**src/rtl/dft_sequencer.sv**
```systemverilog
// Control sequencer for the direct-DFT datapath. It loads N samples from RAM into the cache,
// then for each bin k it runs a clear / MAC / drain / write-back pass.
module dft_sequencer #(
  parameter int ADDR_W  = 12,
  parameter int MAC_LAT = 1
) (
  input  logic              clk,
  input  logic              rst,
  input  logic              start,
  input  logic [ADDR_W-1:0] samp_number,
  output logic              busy,
  output logic              calc_end,
  output logic              err,
  output logic              mode,
  output logic              ram_rd_en,
  output logic [ADDR_W-1:0] ram_rd_addr,
  output logic              cache_we,
  output logic [ADDR_W-1:0] cache_waddr,
  output logic [ADDR_W-1:0] n_index,
  output logic [ADDR_W-1:0] k_index,
  output logic              acc_clr,
  output logic              acc_ce,
  output logic              wb_valid,
  output logic [ADDR_W-1:0] wb_addr,
  input  logic              wb_ready
);

  typedef enum logic [2:0] {
    S_IDLE, S_LOAD, S_LFLUSH, S_CLR, S_MAC, S_DRAIN, S_WB, S_DONE
  } state_t;

  state_t              state_q, state_d;
  logic [ADDR_W-1:0]   nm1_q, nm1_d;
  logic [ADDR_W-1:0]   rd_addr_q, rd_addr_d;
  logic [ADDR_W-1:0]   n_q, n_d;
  logic [ADDR_W-1:0]   k_q, k_d;
  logic [ADDR_W-1:0]   cache_waddr_q, cache_waddr_d;
  logic                cache_we_q, cache_we_d;
  logic                err_q, err_d;
  logic [2:0]          drain_q, drain_d;
  logic [MAC_LAT-1:0]  pipe_q, pipe_d;
  logic                n_valid;

  // NOTE: every signal written here gets a default first, so no path leaves it unassigned and no latch is inferred.
  always_comb begin
    state_d       = state_q;
    nm1_d         = nm1_q;
    rd_addr_d     = rd_addr_q;
    n_d           = n_q;
    k_d           = k_q;
    drain_d       = drain_q;
    err_d         = 1'b0;
    n_valid       = (state_q == S_MAC);
    cache_we_d    = (state_q == S_LOAD);
    cache_waddr_d = rd_addr_q;
    // The product of each issued n reaches the accumulator MAC_LAT cycles later.
    pipe_d        = (pipe_q << 1) | MAC_LAT'(n_valid);

    unique case (state_q)
      S_IDLE: begin
        if (start) begin
          if (samp_number >= ADDR_W'(2)) begin
            nm1_d     = samp_number - ADDR_W'(1);
            rd_addr_d = '0;
            state_d   = S_LOAD;
          end else begin
            err_d = 1'b1;
          end
        end
      end
      S_LOAD: begin
        if (rd_addr_q == nm1_q) state_d = S_LFLUSH;
        else                    rd_addr_d = rd_addr_q + ADDR_W'(1);
      end
      S_LFLUSH: begin
        k_d     = '0;
        state_d = S_CLR;
      end
      S_CLR: begin
        n_d     = '0;
        state_d = S_MAC;
      end
      S_MAC: begin
        drain_d = '0;
        if (n_q == nm1_q) state_d = S_DRAIN;
        else              n_d = n_q + ADDR_W'(1);
      end
      S_DRAIN: begin
        if (drain_q == 3'(MAC_LAT - 1)) state_d = S_WB;
        else                            drain_d = drain_q + 3'd1;
      end
      S_WB: begin
        if (wb_ready) begin
          if (k_q == nm1_q) begin
            state_d = S_DONE;
          end else begin
            k_d     = k_q + ADDR_W'(1);
            state_d = S_CLR;
          end
        end
      end
      S_DONE:  state_d = S_IDLE;
      default: state_d = S_IDLE;
    endcase
  end

  // NOTE: state registers use non-blocking assignments so every flop samples pre-edge values.
  always_ff @(posedge clk or posedge rst) begin
    if (rst) begin
      state_q       <= S_IDLE;
      nm1_q         <= '0;
      rd_addr_q     <= '0;
      n_q           <= '0;
      k_q           <= '0;
      cache_waddr_q <= '0;
      cache_we_q    <= 1'b0;
      err_q         <= 1'b0;
      drain_q       <= '0;
      pipe_q        <= '0;
    end else begin
      state_q       <= state_d;
      nm1_q         <= nm1_d;
      rd_addr_q     <= rd_addr_d;
      n_q           <= n_d;
      k_q           <= k_d;
      cache_waddr_q <= cache_waddr_d;
      cache_we_q    <= cache_we_d;
      err_q         <= err_d;
      drain_q       <= drain_d;
      pipe_q        <= pipe_d;
    end
  end

  assign busy        = (state_q != S_IDLE);
  assign calc_end    = (state_q == S_DONE);
  assign err         = err_q;
  assign mode        = state_q inside {S_IDLE, S_LOAD, S_LFLUSH, S_DONE};
  assign ram_rd_en   = (state_q == S_LOAD);
  assign ram_rd_addr = rd_addr_q;
  assign cache_we    = cache_we_q;
  assign cache_waddr = cache_waddr_q;
  assign n_index     = n_q;
  assign k_index     = k_q;
  assign acc_clr     = (state_q == S_CLR);
  assign acc_ce      = pipe_q[MAC_LAT-1];
  assign wb_valid    = (state_q == S_WB);
  assign wb_addr     = k_q;

endmodule

```
**config.mk**
```make
export PLATFORM = sky130hd
export DESIGN_NAME = dft_sequencer
export DESIGN_NICKNAME = d
export VERILOG_FILES = /design/src/rtl/dft_sequencer.sv
export SDC_FILE = /design/constraint.sdc
export NUM_CORES = 1
export LEC_CHECK = 0
export ABC_AREA = 1
export CORE_ASPECT_RATIO = 1.1
export CORE_UTILIZATION = 40
export DETAILED_ROUTE_END_ITERATION = 7
export PLACE_DENSITY = 0.77
export SETUP_SLACK_MARGIN = 0.5
export SLEW_MARGIN = 20
export SYNTH_ARGS = -nofsm -noshare
export SYNTH_HDL_FRONTEND = slang
export SYNTH_SLANG_ARGS = --single-unit
```
**constraint.sdc**
```tcl
create_clock -name clk -period 2.29 [get_ports clk]
set_clock_uncertainty 0.15 [all_clocks]
set_input_delay 0.3435 -clock clk [delete_from_list [all_inputs] [get_ports clk]]
set_output_delay 0.3435 -clock clk [all_outputs]
set_load 0.05 [all_outputs]
```
==> impl_results.md <==
- R2R depth: 10
- Critical path's slowest cell: dfrtp_2
- Pwr Density: 1010 nW/um^2
- Vias per cell: 5.08
- Final non-filler cell total: 855
- VDD IR-drop max: 0.473 mV
- Avg Inst Size Synth: 7.28 sq um
- Synth warn: 0
- Post-DR wirelength/cell: 14.1 um
- Clock transition at path regs: 0.06 ns
- Die footprint: 11000 sq um
- TNS Setup: 0 ns
- Hold Buf Count CTS: 0
- Row cnt: 39
- R2r endpoint: state_q[0]
- Tmin final: 1.88 ns
- Core region area: 10300 sq um
- Worst setup SP type: register
- Leading area contributor after synthesis: dfrtp_1
- First-pass GRT wire length: 18.4 mm
- Worst path top cell family by delay: flip-flops
- Dpl ws: 0.0203 ns
- Post-DP HPWL: 7.96 mm
- Fin util: 58.8%
- Final Setup Violations: 0
- Worst Path Arrival: 1.38 ns
- CTS Buffer Depth: 2
- Share of layout cells above drive strength 1: 33.1%
- Inserted Diodes: 0
- Inst Count DP: 794
- Die X: 100 um
- Worst-margin pin slew: 0.505 ns
- Nets@finish: 730
- Max Cap Viol: 0
- Gpl congestion: 0.879
- Post-synth net total: 605
- Worst path required time: 1.80 ns
- Worst-Skew Late Latency: 0.33 ns
- Die Y: 110 um
- DR iter-0 viols: 265
- Commonest non-fill, non-tap cells in the layout: 178 x nand2_1, 58 x nor2_1, 49 x dfrtp_2, 44 x buf_4, 34 x inv_1
- DRT antenna net count: 0
- #FFs+latches synth: 69
- Detailed Routing Iterations Pass 1: 6
- Synth area leaders: dfrtp_1 41%, nand2_1 17%, nor2_1 6.4%
- Worst Setup SP: state_q[1]
- Critical Path End: ram_rd_en
- Worst R2R Setup Slack: 0.50 ns
- Area growth from synthesis to layout: 43.6%
- Reg-to-reg startpoint: nm1_q[7]
- Static Leak: 2.80 nW
- GR Overflow Total: 0
- Most common cell after layout, fill and taps aside: nand2_1
- Residual DRC: 0
- CTS Sinks: 69
- Pins Over Slew Limit: 0
- Setup crit end kind: output port
- Syn Std Cell Area: 4240 sq um
- Largest net degree at the start of global routing: 70
- Final Cycle Share: 82.0%
- WP buf/inv: 3
- Worst Hold Class: input pin to register
- Sequential area share after synthesis: 40.7%
- Cells after synthesis: 582
- Final Hold Vio Count: 0
- Worst setup margin: 0.413 ns
- Final WL: 12.0 mm
- Dpl cell area: 5240 sq um
- TritonCTS clock tree: yes
- Final instance area: 6090 sq um
- Port-buffer cells: 84
- Fmax: 0.533 GHz
- Vias in the first global route: 3942
- Run status: completed
- Total number of vias: 4347
- Starting Density: 41.0%
- Worst path depth: 5
- RSZ-0062 raised after global routing: true
- Setup CP Type: register to output port
- Number of buffers created by CTS: 9
- Clock root buffer: clkbuf_16
- Total track usage: 21.4%
- Worst Path Max Fanout: 4
- CP cell instances: inv_2, nand2_2, nor2_4, buf_6, buf_8
- Max-slew headroom: 66.5%
- Top cell type's share of synthesized area: 40.7%
- Synth cell types: 30
- I/O pins: 85
- Number of H-tree levels: 3
- Initial antenna violation count: 0
- Max incr delay on CP: 0.45 ns
-- cell usage after synthesis (all sizes together) --
cell type	instances
a21oi	6
nand3	39
clkbuf	3
or2	2
ha	7
nor3	11
xnor2	26
inv	60
dfrtp	69
nor2	77
xor2	25
nor3b	2
buf	20
nand3b	5
nand2	193
o21ai	31
nand4	6
-- flip-flops by register name, summed over array words and instances (netlist names) --
name,flops
nm1_q,12
cache_we,1
acc_ce,1
n_index,12
cache_waddr,12
err,1
k_index,12
ram_rd_addr,12
drain_q,3
state_q,3
-- per-layer routing --
| metal | track usage (%) | share of wire, % | up-vias |
|---|---|---|---|
| met1 | 25.9 | 41 | 2095 |
| met4 | 8.80 | 2.7 | 0 |
| met3 | 4.13 | 5.4 | 26 |
| met2 | 37.2 | 50 | 172 |
| met5 | 0 | 0 | - |
| li1 | - | - | 2054 |
-- cell type report --
class                   count  area [sq um]
clock buffers              10           239
clock inverters             6          70.1
fillers                   872          4260
inverters                  60           241
multi-input cells         433          2340
flip-flops and latches     69          1790
well taps                 143           179
repair buffers            134          1230
-- metrics by stage --
| step | hold slack [ns] | total power [W] |
|---|---|---|
| global route | 0.106 | 0.00644 |
| finish | 0.103 | 0.00612 |
| global placement | 0.302 | 0.00386 |
| floorplan | 0.303 | 0.00324 |
| CTS | 0.322 | 0.00565 |
| detailed placement | 0.303 | 0.00393 |
-- report_power, final --
group	switching [W]	internal, W	total (W)
registers	0.000336	0.00144	0.00178
clock network	0.000539	0.000880	0.00142
logic	0.00177	0.00116	0.00293
-- worst min-delay path by stage --
| stage | start | end | cells after the start |
|---|---|---|---|
| after CTS | ram_rd_addr[3] | cache_waddr[3] | 0 |
| after floorplan | samp_number[0] | nm1_q[0] | 1 |
| after global routing | samp_number[0] | nm1_q[0] | 2 |
| final | samp_number[0] | nm1_q[0] | 2 |
| after detailed placement | ram_rd_addr[3] | cache_waddr[3] | 0 |
| after global placement | ram_rd_addr[3] | cache_waddr[3] | 0 |
-- cell families after synthesis --
kind of cell / synth area share [%]
simple gates: 33.4
buf+inv: 8.89
flops: 40.7
xor+xnor: 10.5
compound gates: 4.37
fa+ha+maj: 2.07
-- what timing repair did --
action / in CTS / in global routing
gates resized for setup: 148 / 98
buffers inserted: 16 / 24
endpoints found under the setup margin: 108 / 77
cloned: 0 / 5
pin swaps: 2 / 20
Power figures use the tool's default switching activity.
